===== src/rtl/mips_pkg.sv =====
// Shared MIPS pipeline definitions: ALU control codes, ALUOp encodings, funct codes.
package mips_pkg;

  localparam int REG_ADDR_W = 5;

  typedef enum logic [3:0] {
    ALU_AND = 4'b0000,
    ALU_OR  = 4'b0001,
    ALU_ADD = 4'b0010,
    ALU_SUB = 4'b0110,
    ALU_SLT = 4'b0111,
    ALU_NOP = 4'b1111
  } alu_ctrl_e;

  typedef enum logic [1:0] {
    ALUOP_ADD   = 2'b00,
    ALUOP_SUB   = 2'b01,
    ALUOP_RTYPE = 2'b10,
    ALUOP_RSVD  = 2'b11
  } aluop_e;

  localparam logic [5:0] FUNCT_ADD = 6'b100000;
  localparam logic [5:0] FUNCT_SUB = 6'b100010;
  localparam logic [5:0] FUNCT_AND = 6'b100100;
  localparam logic [5:0] FUNCT_OR  = 6'b100101;
  localparam logic [5:0] FUNCT_SLT = 6'b101010;

endpackage


===== src/rtl/id_ex_stage_if.sv =====
// ID/EX stage bus: upstream handshake, decoded fields, forward sources and ALU-facing outputs.
interface id_ex_stage_if #(
  parameter int WIDTH      = 32,
  parameter int REG_ADDR_W = mips_pkg::REG_ADDR_W
);
  logic                  id_valid;
  logic                  id_ready;
  logic                  ex_valid;
  logic                  ex_ready;
  logic                  flush;
  logic [REG_ADDR_W-1:0] id_rs;
  logic [REG_ADDR_W-1:0] id_rt;
  logic [REG_ADDR_W-1:0] id_rd;
  logic [WIDTH-1:0]      id_rs_data;
  logic [WIDTH-1:0]      id_rt_data;
  logic [15:0]           id_imm;
  logic [1:0]            id_aluop;
  logic [5:0]            id_funct;
  logic                  id_alusrc;
  logic                  id_regdst;
  logic                  id_regwrite;
  logic                  id_memread;
  logic                  id_memwrite;
  logic                  id_memtoreg;
  logic                  exmem_regwrite;
  logic [REG_ADDR_W-1:0] exmem_rd;
  logic [WIDTH-1:0]      exmem_result;
  logic                  memwb_regwrite;
  logic [REG_ADDR_W-1:0] memwb_rd;
  logic [WIDTH-1:0]      memwb_result;
  logic [3:0]            alucontrol;
  logic [WIDTH-1:0]      ALU_operand_1;
  logic [WIDTH-1:0]      ALU_operand_2;
  logic [WIDTH-1:0]      ex_store_data;
  logic [REG_ADDR_W-1:0] ex_write_reg;
  logic                  ex_regwrite;
  logic                  ex_memread;
  logic                  ex_memwrite;
  logic                  ex_memtoreg;

  modport master (
    output id_valid, ex_ready, flush,
    output id_rs, id_rt, id_rd, id_rs_data, id_rt_data, id_imm, id_aluop, id_funct,
    output id_alusrc, id_regdst, id_regwrite, id_memread, id_memwrite, id_memtoreg,
    output exmem_regwrite, exmem_rd, exmem_result,
    output memwb_regwrite, memwb_rd, memwb_result,
    input  id_ready, ex_valid, alucontrol, ALU_operand_1, ALU_operand_2, ex_store_data,
    input  ex_write_reg, ex_regwrite, ex_memread, ex_memwrite, ex_memtoreg
  );

  modport slave (
    input  id_valid, ex_ready, flush,
    input  id_rs, id_rt, id_rd, id_rs_data, id_rt_data, id_imm, id_aluop, id_funct,
    input  id_alusrc, id_regdst, id_regwrite, id_memread, id_memwrite, id_memtoreg,
    input  exmem_regwrite, exmem_rd, exmem_result,
    input  memwb_regwrite, memwb_rd, memwb_result,
    output id_ready, ex_valid, alucontrol, ALU_operand_1, ALU_operand_2, ex_store_data,
    output ex_write_reg, ex_regwrite, ex_memread, ex_memwrite, ex_memtoreg
  );
endinterface


===== src/rtl/alu_control_decoder.sv =====
// Combinational ALUOp/funct to 4-bit alucontrol decode.
module alu_control_decoder
  import mips_pkg::*;
(
  input  logic [1:0] aluop,
  input  logic [5:0] funct,
  output logic [3:0] alucontrol
);

  always_comb begin
    alucontrol = ALU_NOP;
    case (aluop)
      ALUOP_ADD: alucontrol = ALU_ADD;
      ALUOP_SUB: alucontrol = ALU_SUB;
      ALUOP_RTYPE: begin
        case (funct)
          FUNCT_ADD: alucontrol = ALU_ADD;
          FUNCT_SUB: alucontrol = ALU_SUB;
          FUNCT_AND: alucontrol = ALU_AND;
          FUNCT_OR:  alucontrol = ALU_OR;
          FUNCT_SLT: alucontrol = ALU_SLT;
          default:   alucontrol = ALU_NOP;
        endcase
      end
      default: alucontrol = ALU_NOP;
    endcase
  end

endmodule


===== src/rtl/id_ex_stage.sv =====
// ID/EX pipeline register feeding the ALU: handshake, flush, alucontrol decode, operand muxing.
// Optional macro ID_EX_FORWARDING_EN enables EX/MEM and MEM/WB operand forwarding with hold refresh.
module id_ex_stage
  import mips_pkg::*;
#(
  parameter int WIDTH = 32
) (
  input logic          clk,
  input logic          reset_n,
  id_ex_stage_if.slave bus
);

  logic                  valid_q;
  logic [REG_ADDR_W-1:0] rs_q, rt_q, rd_q;
  logic [WIDTH-1:0]      rs_data_q, rt_data_q, imm_ext_q;
  logic [3:0]            aluctl_q;
  logic                  alusrc_q, regdst_q, regwrite_q, memread_q, memwrite_q, memtoreg_q;

  logic [3:0]            aluctl_d;
  logic [WIDTH-1:0]      fwd_rs, fwd_rt;
  logic                  load;

  alu_control_decoder u_alu_ctl (
    .aluop      (bus.id_aluop),
    .funct      (bus.id_funct),
    .alucontrol (aluctl_d)
  );

  assign bus.id_ready = !valid_q || bus.ex_ready;
  assign load         = bus.id_valid && bus.id_ready;

`ifdef ID_EX_FORWARDING_EN
  // EX/MEM is the younger producer, so it wins over MEM/WB; $0 is hardwired zero.
  always_comb begin
    fwd_rs = rs_data_q;
    fwd_rt = rt_data_q;
    if (bus.exmem_regwrite && (bus.exmem_rd != '0) && (bus.exmem_rd == rs_q))
      fwd_rs = bus.exmem_result;
    else if (bus.memwb_regwrite && (bus.memwb_rd != '0) && (bus.memwb_rd == rs_q))
      fwd_rs = bus.memwb_result;
    if (bus.exmem_regwrite && (bus.exmem_rd != '0) && (bus.exmem_rd == rt_q))
      fwd_rt = bus.exmem_result;
    else if (bus.memwb_regwrite && (bus.memwb_rd != '0) && (bus.memwb_rd == rt_q))
      fwd_rt = bus.memwb_result;
  end
`else
  logic unused_fwd;
  assign unused_fwd = ^{bus.exmem_regwrite, bus.exmem_rd, bus.exmem_result,
                        bus.memwb_regwrite, bus.memwb_rd, bus.memwb_result};
  always_comb begin
    fwd_rs = rs_data_q;
    fwd_rt = rt_data_q;
  end
`endif

  always_ff @(posedge clk or negedge reset_n) begin
    if (!reset_n) begin
      valid_q    <= 1'b0;
      rs_q       <= '0;
      rt_q       <= '0;
      rd_q       <= '0;
      rs_data_q  <= '0;
      rt_data_q  <= '0;
      imm_ext_q  <= '0;
      aluctl_q   <= '0;
      alusrc_q   <= 1'b0;
      regdst_q   <= 1'b0;
      regwrite_q <= 1'b0;
      memread_q  <= 1'b0;
      memwrite_q <= 1'b0;
      memtoreg_q <= 1'b0;
    end else if (bus.flush) begin
      valid_q <= 1'b0;
    end else if (load) begin
      valid_q    <= 1'b1;
      rs_q       <= bus.id_rs;
      rt_q       <= bus.id_rt;
      rd_q       <= bus.id_rd;
      rs_data_q  <= bus.id_rs_data;
      rt_data_q  <= bus.id_rt_data;
      imm_ext_q  <= {{(WIDTH-16){bus.id_imm[15]}}, bus.id_imm};
      aluctl_q   <= aluctl_d;
      alusrc_q   <= bus.id_alusrc;
      regdst_q   <= bus.id_regdst;
      regwrite_q <= bus.id_regwrite;
      memread_q  <= bus.id_memread;
      memwrite_q <= bus.id_memwrite;
      memtoreg_q <= bus.id_memtoreg;
    end else if (valid_q && !bus.ex_ready) begin
`ifdef ID_EX_FORWARDING_EN
      // Capture forwarded values so a producer retiring during the stall is not lost.
      rs_data_q <= fwd_rs;
      rt_data_q <= fwd_rt;
`endif
    end else begin
      valid_q <= 1'b0;
    end
  end

  assign bus.ex_valid      = valid_q;
  assign bus.alucontrol    = aluctl_q;
  assign bus.ALU_operand_1 = fwd_rs;
  assign bus.ALU_operand_2 = alusrc_q ? imm_ext_q : fwd_rt;
  assign bus.ex_store_data = fwd_rt;
  assign bus.ex_write_reg  = regdst_q ? rd_q : rt_q;
  assign bus.ex_regwrite   = valid_q && regwrite_q;
  assign bus.ex_memread    = valid_q && memread_q;
  assign bus.ex_memwrite   = valid_q && memwrite_q;
  assign bus.ex_memtoreg   = valid_q && memtoreg_q;

endmodule


===== src/flat_wrapper.sv =====
// flat-port wrapper written by rule: the top's interface ports become plain ports
module id_ex_stage_flat import mips_pkg::*;
#(
  parameter int WIDTH = 32
)
  (clk, reset_n, bus_id_valid, bus_ex_ready, bus_flush, bus_id_rs, bus_id_rt, bus_id_rd, bus_id_rs_data, bus_id_rt_data, bus_id_imm, bus_id_aluop, bus_id_funct, bus_id_alusrc, bus_id_regdst, bus_id_regwrite, bus_id_memread, bus_id_memwrite, bus_id_memtoreg, bus_exmem_regwrite, bus_exmem_rd, bus_exmem_result, bus_memwb_regwrite, bus_memwb_rd, bus_memwb_result, bus_id_ready, bus_ex_valid, bus_alucontrol, bus_ALU_operand_1, bus_ALU_operand_2, bus_ex_store_data, bus_ex_write_reg, bus_ex_regwrite, bus_ex_memread, bus_ex_memwrite, bus_ex_memtoreg);
  id_ex_stage_if #(.WIDTH(WIDTH), .REG_ADDR_W(5)) bus_i ();
  input logic clk;
  input logic reset_n;
  input wire logic [$bits(bus_i.id_valid)-1:0] bus_id_valid;
  input wire logic [$bits(bus_i.ex_ready)-1:0] bus_ex_ready;
  input wire logic [$bits(bus_i.flush)-1:0] bus_flush;
  input wire logic [$bits(bus_i.id_rs)-1:0] bus_id_rs;
  input wire logic [$bits(bus_i.id_rt)-1:0] bus_id_rt;
  input wire logic [$bits(bus_i.id_rd)-1:0] bus_id_rd;
  input wire logic [$bits(bus_i.id_rs_data)-1:0] bus_id_rs_data;
  input wire logic [$bits(bus_i.id_rt_data)-1:0] bus_id_rt_data;
  input wire logic [$bits(bus_i.id_imm)-1:0] bus_id_imm;
  input wire logic [$bits(bus_i.id_aluop)-1:0] bus_id_aluop;
  input wire logic [$bits(bus_i.id_funct)-1:0] bus_id_funct;
  input wire logic [$bits(bus_i.id_alusrc)-1:0] bus_id_alusrc;
  input wire logic [$bits(bus_i.id_regdst)-1:0] bus_id_regdst;
  input wire logic [$bits(bus_i.id_regwrite)-1:0] bus_id_regwrite;
  input wire logic [$bits(bus_i.id_memread)-1:0] bus_id_memread;
  input wire logic [$bits(bus_i.id_memwrite)-1:0] bus_id_memwrite;
  input wire logic [$bits(bus_i.id_memtoreg)-1:0] bus_id_memtoreg;
  input wire logic [$bits(bus_i.exmem_regwrite)-1:0] bus_exmem_regwrite;
  input wire logic [$bits(bus_i.exmem_rd)-1:0] bus_exmem_rd;
  input wire logic [$bits(bus_i.exmem_result)-1:0] bus_exmem_result;
  input wire logic [$bits(bus_i.memwb_regwrite)-1:0] bus_memwb_regwrite;
  input wire logic [$bits(bus_i.memwb_rd)-1:0] bus_memwb_rd;
  input wire logic [$bits(bus_i.memwb_result)-1:0] bus_memwb_result;
  output wire logic [$bits(bus_i.id_ready)-1:0] bus_id_ready;
  output wire logic [$bits(bus_i.ex_valid)-1:0] bus_ex_valid;
  output wire logic [$bits(bus_i.alucontrol)-1:0] bus_alucontrol;
  output wire logic [$bits(bus_i.ALU_operand_1)-1:0] bus_ALU_operand_1;
  output wire logic [$bits(bus_i.ALU_operand_2)-1:0] bus_ALU_operand_2;
  output wire logic [$bits(bus_i.ex_store_data)-1:0] bus_ex_store_data;
  output wire logic [$bits(bus_i.ex_write_reg)-1:0] bus_ex_write_reg;
  output wire logic [$bits(bus_i.ex_regwrite)-1:0] bus_ex_regwrite;
  output wire logic [$bits(bus_i.ex_memread)-1:0] bus_ex_memread;
  output wire logic [$bits(bus_i.ex_memwrite)-1:0] bus_ex_memwrite;
  output wire logic [$bits(bus_i.ex_memtoreg)-1:0] bus_ex_memtoreg;
  assign bus_i.id_valid = bus_id_valid;
  assign bus_i.ex_ready = bus_ex_ready;
  assign bus_i.flush = bus_flush;
  assign bus_i.id_rs = bus_id_rs;
  assign bus_i.id_rt = bus_id_rt;
  assign bus_i.id_rd = bus_id_rd;
  assign bus_i.id_rs_data = bus_id_rs_data;
  assign bus_i.id_rt_data = bus_id_rt_data;
  assign bus_i.id_imm = bus_id_imm;
  assign bus_i.id_aluop = bus_id_aluop;
  assign bus_i.id_funct = bus_id_funct;
  assign bus_i.id_alusrc = bus_id_alusrc;
  assign bus_i.id_regdst = bus_id_regdst;
  assign bus_i.id_regwrite = bus_id_regwrite;
  assign bus_i.id_memread = bus_id_memread;
  assign bus_i.id_memwrite = bus_id_memwrite;
  assign bus_i.id_memtoreg = bus_id_memtoreg;
  assign bus_i.exmem_regwrite = bus_exmem_regwrite;
  assign bus_i.exmem_rd = bus_exmem_rd;
  assign bus_i.exmem_result = bus_exmem_result;
  assign bus_i.memwb_regwrite = bus_memwb_regwrite;
  assign bus_i.memwb_rd = bus_memwb_rd;
  assign bus_i.memwb_result = bus_memwb_result;
  assign bus_id_ready = bus_i.id_ready;
  assign bus_ex_valid = bus_i.ex_valid;
  assign bus_alucontrol = bus_i.alucontrol;
  assign bus_ALU_operand_1 = bus_i.ALU_operand_1;
  assign bus_ALU_operand_2 = bus_i.ALU_operand_2;
  assign bus_ex_store_data = bus_i.ex_store_data;
  assign bus_ex_write_reg = bus_i.ex_write_reg;
  assign bus_ex_regwrite = bus_i.ex_regwrite;
  assign bus_ex_memread = bus_i.ex_memread;
  assign bus_ex_memwrite = bus_i.ex_memwrite;
  assign bus_ex_memtoreg = bus_i.ex_memtoreg;
  id_ex_stage #(.WIDTH(WIDTH)) u_core (.clk(clk), .reset_n(reset_n), .bus(bus_i));
endmodule

===== config.mk =====
export PLATFORM = sky130hd
export DESIGN_NAME = id_ex_stage_flat
export DESIGN_NICKNAME = d
export VERILOG_FILES = /design/src/rtl/mips_pkg.sv /design/src/rtl/id_ex_stage_if.sv /design/src/rtl/alu_control_decoder.sv /design/src/rtl/id_ex_stage.sv /design/src/flat_wrapper.sv
export SDC_FILE = /design/constraint.sdc
export NUM_CORES = 1
export LEC_CHECK = 0
export CAP_MARGIN = 20
export CORE_UTILIZATION = 33
export CTS_CLUSTER_SIZE = 25
export DETAILED_ROUTE_END_ITERATION = 6
export GPL_TIMING_DRIVEN = 0
export PLACE_DENSITY = 0.78
export SLEW_MARGIN = 5
export SYNTH_ARGS = -nofsm -noshare
export SYNTH_HDL_FRONTEND = slang
export SYNTH_SLANG_ARGS = --single-unit

===== constraint.sdc =====
create_clock -name clk -period 1.3 [get_ports clk]
set_input_delay 0.26 -clock clk [delete_from_list [all_inputs] [get_ports clk]]
set_output_delay 0.26 -clock clk [all_outputs]
set_load 0.05 [all_outputs]

==> run_results.csv, run 1 <==
group,metric,value,unit
sta,drv_slew,0,
setup_path,crit_start,"u_core.alusrc_q$_DFFE_PN0P_",
status,status,"complete, but fails checks",
global_route,grt_max_degree,52,
cells_and_area,drive_gt1_frac,0.5902,
setup_path,worst_setup_path_start_kind,"flip-flop",
clocking,cts_tree,"built",
logic_synthesis,synth_cell_type_count,22,
routing,vias_per_cell,4.679,
sta,period_share,1.377,
clocking,clockBufferDepth,2,
floorplanning,die_w,119.9,um
pwr,powerDensity,1552,nW/um2
logic_synthesis,synth.top_cells.by_count,"101 x dfrtp_1, 80 x mux2_4, 24 x o21ai_1, 21 x inv_1, 20 x mux2_1",
clocking,clkSinkCount,101,
global_route,grt_pass1_wl,21960,um
logic_synthesis,synth_top_area_share,0.5507,
cells_and_area,fill_cells,1013,
clocking,htree_levels,3,
setup_path,critPathCaptureType,"primary output",
pwr,netSwitchingFraction,0.3919,
pwr,p_int,7930,uW
pwr,p_clk_frac,0.205,
setup_path,rrSetupSlack,-0.32,ns
clocking,clk_latency,0.35,ns
routing,drt_iter0_markers,143,
placement,placed_cells,713,
logic_synthesis,yosysMostFrequentCell,"dfrtp_1",
sta,setup_violations,143,
placement,placed_area,7367,um2
logic_synthesis,synth_warnings,0,
logic_synthesis,ys_seq_area_frac,0.5507,
setup_path,r2r_cells,7,
logic_synthesis,synthesis.nets,507,
sta,tns,-42.24,ns
global_route,grt_util_met1,0.2564,
clocking,clk_pin_slew,0.07,ns
setup_path,r2r_end,"u_core.imm_ext_q[1]$_DFFE_PN0P_",
cells_and_area,final_area,8404,um2
global_route,grt_antenna_before_repair,0,
status,violations,"negative setup slack",
placement,place_ws,-0.9690,ns
floorplanning,initial_utilization,0.3425,
run,cap_violations,0,
pwr,p_leak,0.003848,uW
cells_and_area,final_cells,769,
setup_path,required,1.04,ns
floorplanning,die_area,14380,um2
global_route,grt_use_met3,0.03850,
sta,fin_ws,-0.4896,ns
placement,hpwl,9284,um
global_route,grt_usage,0.2015,
sta,skew,0.006682,ns
sta,max_slew.worst_pin.slew,0.5942,ns
placement,gp_congestion,0.7804,
logic_synthesis,synth.area.top_cells,"dfrtp_1 55%, mux2_4 26%, mux2_1 4.9%",
floorplanning,io-pin-count,301,
clocking,root_buffer,"clkbuf_16",
setup_path,cp.arrival,1.53,ns
pwr,peakVddDrop,0.8282,mV
cells_and_area,syn2layout_area_growth,83.12,%
pwr,combPwrFrac,0.486,
floorplanning,num_rows,42,
routing,drc,0,
floorplanning,core,13400,um2
sta,hold_slack,0.4209,ns
setup_path,criticalPathCategory,"flip-flop to primary output",
logic_synthesis,ys_seq_elements,101,
global_route,top_usage_layer,"met2",
routing,wl_per_cell,18.38,um
routing,vias,3598,
logic_synthesis,syn_inst,317,
pwr,seqPwrFrac,0.309,
setup_path,crit_fanout,8,
global_route,met2_usage,0.3351,
floorplanning,die_h,119.9,um
placement,place.port_buffers,219,
logic_synthesis,syn_avg_cell_area,14.48,um2
routing,route.final.wire_length,14140,um
worst_hold_path,hold_class,"input pin to async pin",
sta,timing_hold_violations_final,0,
sta,fin_crit,1.790,ns
sta,rsz0062_at_grt,"true",
logic_synthesis,synth.largest_area_cell,"dfrtp_1",
clocking,cts-buffers-inserted,9,
cells_and_area,layout.nets,779,
pwr,p_switching,5111,uW
logic_synthesis,netlist_area,4589,um2
setup_path,worstReg2RegStart,"u_core.bus.ex_valid$_DFFE_PN0P_",
sta,fmax,558.8,MHz
routing,ant_nets,0,
logic_synthesis,synth_enable_flop_cells,0,
logic_synthesis,synth_ff_type,"dfrtp_1",
logic_synthesis,async_flop_share,1.000,
sta,relSlewSlack,0.5987,
routing,first_pass_iters,4,
global_route,grt.overflow.total,0,
cells_and_area,diodes,0,
setup_path,cp-endpoint,"bus_ALU_operand_2[8]",
global_route,grt_pass1_vias,3943,
stage by stage:
| stage | util | power (uW) |
|---|---|---|
| 2_1_floorplan | - | 7974 |
| 3_5_place_dp | 0.5498 | 9958 |
| 4_1_cts | 0.6217 | 13030 |
| 5_1_grt | 0.6272 | 13530 |
| 6_report | 0.6272 | 13040 |
| 3_3_place_gp | 0.5479 | 9880 |
critical path: stages, from the launching register on:
cell       delay (ns)
dfrtp_1          0.39
clkbuf_16        0.19
buf_12           0.15
mux2_4           0.31
buf_8            0.15
registers in the layout, summed over array words and instances (netlist names), 4 cells and up:
| name | flops |
|---|---|
| u_core.bus.ALU_operand_1 | 32 |
| u_core.bus.alucontrol | 4 |
| u_core.bus.ex_store_data | 32 |
| u_core.imm_ext_q | 16 |
| u_core.rd_q | 5 |
| u_core.rt_q | 5 |
cells in the final DEF (no fill, tap or decap), types with 2 or more instances in the layout:
cell type | synthesis | layout
o21ai_2 | 0 | 17
mux2_2 | 1 | 4
dfrtp_2 | 0 | 18
clkdlybuf4s50_1 | 0 | 107
clkbuf_8 | 0 | 2
buf_4 | 0 | 17
o21ai_4 | 0 | 17
clkbuf_16 | 0 | 12
buf_8 | 0 | 11
buf_2 | 5 | 62
clkbuf_4 | 0 | 4
mux2_4 | 80 | 97
a21oi_1 | 3 | 3
clkbuf_1 | 7 | 3
nand3_1 | 18 | 18
inv_1 | 21 | 21
buf_6 | 9 | 40
buf_16 | 0 | 9
o22ai_2 | 0 | 2
buf_12 | 0 | 26
and2_4 | 0 | 5
dfrtp_1 | 101 | 83
cell families (layout without fill, tap and decap cells):
kind of cell,count (synthesis),count (layout),share of synthesized area
mux,101,101,0.3132
flops,101,101,0.5507
buf+inv,42,318,0.05044
compound gates,41,41,0.04635
simple gates,32,32,0.03926
final cells by class:
class	instances	area (um2)	area share
buffer	17	317.8	0.03781
clock buffer	13	250.2	0.02978
clock inverter	2	35.03	0.004169
inverter	21	78.83	0.009379
multi-input combinational	174	2216	0.2637
sequential	101	2550	0.3034
tap	176	220.2	0.02620
timing repair buffer	265	2736	0.3256
layer usage:
metal  wire length, um  vias up
li1                  -     1648
met1              6010     1776
met2              7008      152
met3               804       22
met4               313        0
met5                 0        -
worst min path at each step:
stage,startpoint,end,slack (ns)
floorplan,reset_n,u_core.alusrc_q$_DFFE_PN0P_,-0.04
global placement,u_core.memwrite_q$_DFFE_PN0P_,u_core.memwrite_q$_DFFE_PN0P_,0.49
detailed placement,reset_n,u_core.imm_ext_q[12]$_DFFE_PN0P_,0.34
CTS,bus_id_rt_data[27],u_core.bus.ex_store_data[27]$_DFFE_PN0P_,0.44
global route,bus_id_rt_data[27],u_core.bus.ex_store_data[27]$_DFFE_PN0P_,0.46
finish,reset_n,u_core.imm_ext_q[12]$_DFFE_PN0P_,0.42
what timing repair did:
item,in CTS,in global routing
resized for setup,717,32
pin swaps,0,2
gates cloned,15,0
hold buffers,1,0
buffers inserted,25,8
hold endpoints to repair,50,0
setup endpoints to repair,211,197
power groups by stage:
| stage | Clock, uW | Sequential (uW) | Combinational, uW |
|---|---|---|---|
| 2_1_floorplan | 0 | 5220 | 2750 |
| 3_3_place_gp | 0 | 4040 | 5840 |
| 3_5_place_dp | 0 | 4050 | 5900 |
| 4_1_cts | 2740 | 4020 | 6270 |
| 5_1_grt | 2860 | 4080 | 6580 |
| 6_report | 2670 | 4030 | 6340 |
Power figures use the tool's default switching activity.
==> run 2, diff against run 1 <==
- CORE_ASPECT_RATIO: default -> 2
==> run 2 against run 1 <==
  * The flow still finishes with violations (negative setup slack)
  * Setup slack improved by 0.013 ns
  * Cell count decreased by 3.8%
  * Wire length rose by 6.3%
  * Critical path depth is the same
  * Non-clock buffer count is 9 lower
  * Combinational power rose by 0.6%
  * Sequential share of layout area grew 0.49 points
  * Global-route usage increased by 1.1 points
  * Worst hold slack got worse by 0.022 ns
  * Die area rose by 0.20%
  * Clock skew grew 0.00088 ns
  * Critical path type unchanged
==> run_results.csv, run 2 (synthesis results as in run 1) <==
group,metric,value,unit
global_route,grt_pass1_wl,22970,um
sta,rsz0062_at_grt,"true",
sta,setup_violations,143,
status,violations,"negative setup slack",
cells_and_area,post-route-util,0.6120,
routing,drc,0,
clocking,cts-buffers-inserted,9,
sta,relSlewSlack,0.6425,
run,cap_violations,0,
sta,fin_crit,1.777,ns
setup_path,critPathCaptureType,"primary output",
routing,vias,3643,
setup_path,required,1.04,ns
cells_and_area,fill_cells,1050,
placement,place_ws,-0.9956,ns
setup_path,criticalPathCategory,"flip-flop to primary output",
routing,vias_per_cell,4.923,
routing,drt_iter0_markers,99,
cells_and_area,final_cells,740,
worst_hold_path,hold_class,"input pin to async pin",
sta,tns,-40.85,ns
sta,max_slew.worst_pin.slew,0.5294,ns
setup_path,crit_fanout,7,
placement,placed_cells,692,
floorplanning,io-pin-count,301,
cells_and_area,syn2layout_area_growth,80.21,%
sta,period_share,1.367,
floorplanning,die_w,85.39,um
clocking,clkSinkCount,101,
pwr,powerDensity,1582,nW/um2
clocking,clk_pin_slew,0.07,ns
clocking,clk_latency,0.34,ns
placement,gp_congestion,0.8800,
cells_and_area,layout_common_cells,"107 x clkdlybuf4s50_1, 98 x mux2_4, 83 x dfrtp_1, 60 x buf_2, 43 x buf_6",
global_route,grt.overflow.total,0,
floorplanning,core,13510,um2
clocking,cts_tree,"built",
floorplanning,die_h,168.8,um
pwr,p_leak,0.003797,uW
cells_and_area,layout.nets,770,
sta,timing_hold_violations_final,0,
sta,drv_slew,0,
sta,skew,0.007560,ns
routing,route.final.wire_length,15030,um
global_route,grt_antenna_before_repair,0,
global_route,grt_usage,0.2125,
placement,place.port_buffers,219,
clocking,htree_levels,3,
setup_path,worst_setup_path_start_kind,"flip-flop",
sta,fmax,562.8,MHz
routing,ant_nets,0,
pwr,peakVddDrop,0.9127,mV
cells_and_area,diodes,0,
setup_path,cp.arrival,1.52,ns
clocking,root_buffer,"clkbuf_16",
sta,fin_ws,-0.4768,ns
placement,hpwl,9905,um
cells_and_area,final_common_cell,"clkdlybuf4s50_1",
floorplanning,die_area,14410,um2
clocking,clockBufferDepth,2,
floorplanning,initial_utilization,0.3396,
global_route,grt_pass1_vias,4122,
routing,wl_per_cell,20.32,um
cells_and_area,drive_gt1_frac,0.5829,
floorplanning,num_rows,60,
routing,first_pass_iters,4,
status,status,"complete, but fails checks",
global_route,grt_max_degree,66,
-- run 2: changes by cell type in the layout (fill, tap and decap cells not counted), moves of 3 or more --
cell	previous run	this run
buf_4	17	5
buf_12	26	21
buf_8	11	16
buf_16	9	6
buf_6	40	43
clkbuf_4	4	7
-- run 2: layout make-up --
type,instances,area [um2],share of cell area
Buffer,15,285.3,0.03449
Clock buffer,11,232.7,0.02814
Multi-Input combinational cell,174,2211,0.2673
Timing Repair Buffer,258,2659,0.3215
Sequential cell,101,2550,0.3083
Inverter,21,78.83,0.009531
Tap cell,155,193.9,0.02345
Clock inverter,5,60.06,0.007262
-- run 2: critical path, stage by stage (launching register included) --
cell and delay, ns:
dfrtp_1 0.38, clkbuf_16 0.18, buf_16 0.16, mux2_4 0.31, buf_8 0.15
-- run 2: layer usage --
layer | share of wire | track usage | up-vias
met2 | 0.57 | 0.4102 | 187
met5 | 0 | 0 | -
met4 | 0.038 | 0.09710 | 0
met3 | 0.055 | 0.03657 | 33
li1 | - | - | 1631
met1 | 0.34 | 0.2170 | 1792
-- run 2: where the power goes --
group	leakage [uW]	switching, uW	internal (uW)
Combinational	0.00248	3680	2700
Sequential	0.00117	352	3670
Clock	0.000140	1170	1500
-- run 2: through the flow --
| stage | hold slack, ns | power (uW) | area [um2] |
|---|---|---|---|
| after floorplan | -0.03559 | 7974 | 4930 |
| after global placement | 0.4915 | 9886 | 7316 |
| after detailed placement | 0.2687 | 9987 | 7341 |
| after CTS | 0.4322 | 13120 | 8327 |
| after global routing | 0.4218 | 13590 | 8270 |
| final | 0.3986 | 13080 | 8270 |
-- run 2: final timing paths --
kind / from / to / slack [ns] / depth (start not counted)
max reg2reg: u_core.bus.ex_valid$_DFFE_PN0P_ / u_core.bus.ex_store_data[10]$_DFFE_PN0P_ / -0.33 / 7
max: u_core.alusrc_q$_DFFE_PN0P_ / bus_ALU_operand_2[0] / -0.48 / 4
min: reset_n / u_core.bus.ALU_operand_1[19]$_DFFE_PN0P_ / 0.40 / 2
min in group clk: bus_id_valid / u_core.bus.ex_valid$_DFFE_PN0P_ / 0.48 / 3
min reg2reg: u_core.bus.ALU_operand_1[15]$_DFFE_PN0P_ / u_core.bus.ALU_operand_1[15]$_DFFE_PN0P_ / 0.51 / 1
max in group asynchronous: reset_n / u_core.bus.ex_store_data[20]$_DFFE_PN0P_ / 0.23 / 3
-- run 2: repair_timing --
| action | in CTS | in global routing |
|---|---|---|
| gates resized for setup | 720 | 43 |
| hold buffers | 1 | 0 |
| pin swaps | 0 | 1 |
| cloned | 16 | 0 |
| endpoints found under the setup margin | 211 | 155 |
| buffers inserted | 21 | 10 |
| endpoints found under the hold margin | 36 | 0 |
==> run 3, diff against run 2 <==
- CORE_MARGIN: default -> 4
==> run 3 against run 2 <==
  * The flow still finishes with violations (negative setup slack)
  * Critical path depth unchanged
  * Register-to-register slack better by 0.05 ns
  * Wire length increased by 2.3%
  * Combinational power rose by 2%
  * Power grew 0.23%
  * Clock skew up 0.0034 ns
  * Die area is 11% higher
  * Non-clock buffer count is 7 higher
  * Utilization grew 0.74 points
  * Worst hold slack worse by 0.012 ns
  * Largest cell class unchanged
  * Highest routed layer unchanged
==> run_results.csv, run 3 (synthesis results as in run 1) <==
group,metric,value,unit
sta,relSlewSlack,0.6093,
clocking,clk_latency,0.34,ns
setup_path,critPathCaptureType,"primary output",
setup_path,rrSetupSlack,-0.28,ns
global_route,met2_usage,0.3734,
sta,timing_hold_violations_final,0,
placement,hpwl,10540,um
placement,place.port_buffers,219,
cells_and_area,layout_common_cells,"107 x clkdlybuf4s50_1, 98 x mux2_4, 83 x dfrtp_1, 57 x buf_2, 43 x buf_6",
sta,fmax,558.9,MHz
pwr,peakVddDrop,0.8363,mV
setup_path,worst_setup_path_start_kind,"flip-flop",
status,status,"complete, but fails checks",
routing,first_pass_iters,4,
routing,wl_per_cell,20.59,um
cells_and_area,multi_input_area,2235,um2
placement,place_ws,-1.019,ns
clocking,clk_pin_slew,0.08,ns
clocking,root_buffer,"clkbuf_16",
sta,skew,0.01097,ns
clocking,htree_levels,3,
floorplanning,io-pin-count,301,
sta,rsz0062_at_grt,"true",
global_route,grt_pass1_vias,4184,
sta,fin_crit,1.789,ns
global_route,grt_antenna_before_repair,0,
sta,fin_ws,-0.4893,ns
routing,route.final.wire_length,15380,um
global_route,top_usage_layer,"met2",
worst_hold_path,hold_class,"input pin to async pin",
sta,hold_slack,0.3862,ns
global_route,grt_pass1_wl,23600,um
cells_and_area,seqCellArea,2550,um2
sta,drv_slew,0,
pwr,p_leak,0.003839,uW
setup_path,required,1.04,ns
cells_and_area,final_common_cell,"clkdlybuf4s50_1",
global_route,grt_util_met1,0.1920,
floorplanning,die_area,15970,um2
cells_and_area,syn2layout_area_growth,82.39,%
setup_path,criticalPathCategory,"flip-flop to primary output",
global_route,grt.overflow.total,0,
cells_and_area,post-route-util,0.6194,
routing,ant_nets,0,
clocking,clkSinkCount,101,
routing,vias,3622,
routing,drc,0,
sta,tns,-38.67,ns
placement,placed_area,7341,um2
floorplanning,num_rows,60,
clocking,clockBufferDepth,2,
clocking,cts-buffers-inserted,9,
cells_and_area,final_area,8371,um2
setup_path,cp.arrival,1.53,ns
routing,drt_iter0_markers,88,
floorplanning,die_w,91.39,um
floorplanning,core,13510,um2
status,violations,"negative setup slack",
global_route,grt_usage,0.1916,
global_route,grt_use_met3,0.04567,
cells_and_area,layout.nets,777,
routing,vias_per_cell,4.849,
placement,gp_congestion,0.8414,
floorplanning,initial_utilization,0.3396,
global_route,grt_max_degree,66,
cells_and_area,drive_gt1_frac,0.5946,
pwr,powerDensity,1567,nW/um2
cells_and_area,fill_cells,1002,
sta,period_share,1.376,
floorplanning,die_h,174.8,um
run,cap_violations,0,
clocking,cts_tree,"built",
sta,setup_violations,143,
sta,max_slew.worst_pin.slew,0.5785,ns
cells_and_area,diodes,0,
setup_path,crit_fanout,8,
==> run 3: changes by cell type in the layout (fill, tap and decap cells not counted), moves of 3 or more <==
cell      previous run  this run
clkbuf_4             7        11
buf_12              21        24
buf_2               60        57
buf_4                5         8
==> run 3: metrics by stage <==
step	instances	power, uW
after floorplan	317	7974
after global placement	691	9915
after detailed placement	692	10010
after CTS	746	13100
after global routing	747	13630
final	747	13110
==> run 3: layout make-up <==
| cell class | count | share of cell area |
|---|---|---|
| sequential | 101 | 0.3046 |
| multi-input combinational | 174 | 0.2670 |
| tap | 155 | 0.02317 |
| clock buffer | 9 | 0.02691 |
| buffer | 16 | 0.03587 |
| clock inverter | 7 | 0.007025 |
| timing repair buffer | 264 | 0.3260 |
| inverter | 21 | 0.009417 |
==> run 3: final timing paths <==
check                                                          from                                       end  cells after the start
hold reg to reg            u_core.bus.ALU_operand_1[15]$_DFFE_PN0P_  u_core.bus.ALU_operand_1[15]$_DFFE_PN0P_                      1
max in group asynchronous                                   reset_n  u_core.bus.ex_store_data[25]$_DFFE_PN0P_                      3
setup reg to reg                    u_core.bus.ex_valid$_DFFE_PN0P_          u_core.imm_ext_q[15]$_DFFE_PN0P_                      7
hold / removal                                              reset_n   u_core.bus.ALU_operand_1[2]$_DFFE_PN0P_                      2
min in group clk                                       bus_id_valid           u_core.bus.ex_valid$_DFFE_PN0P_                      3
setup / recovery                        u_core.alusrc_q$_DFFE_PN0P_                      bus_ALU_operand_2[9]                      4
==> run 3: report_power, final <==
group	leakage, uW	switching [uW]	internal [uW]	total, uW
sequential	0.00117	346	3670	4020
clock	0.000132	1260	1330	2590
combinational	0.00253	3710	2790	6500
==> run 3: critical path, stage by stage, from the launching register on <==
cell and delay [ns]:
dfrtp_1 0.39, clkbuf_16 0.19, buf_12 0.15, mux2_4 0.31
buf_8 0.15
==> run 3: timing repair <==
| action | 4_1_cts | 5_1_grt |
|---|---|---|
| buffers inserted | 25 | 14 |
| hold buffers | 1 | 0 |
| pin swaps | 3 | 1 |
| gates cloned | 14 | 0 |
| resized for setup | 728 | 48 |
| endpoints found under the setup margin | 211 | 162 |
| endpoints found under the hold margin | 36 | 0 |
==> run 3: routing by layer <==
metal | wire [um] | vias up
met3 | 863 | 24
li1 | - | 1639
met4 | 444 | 0
met1 | 5226 | 1782
met5 | 0 | -
met2 | 8845 | 177
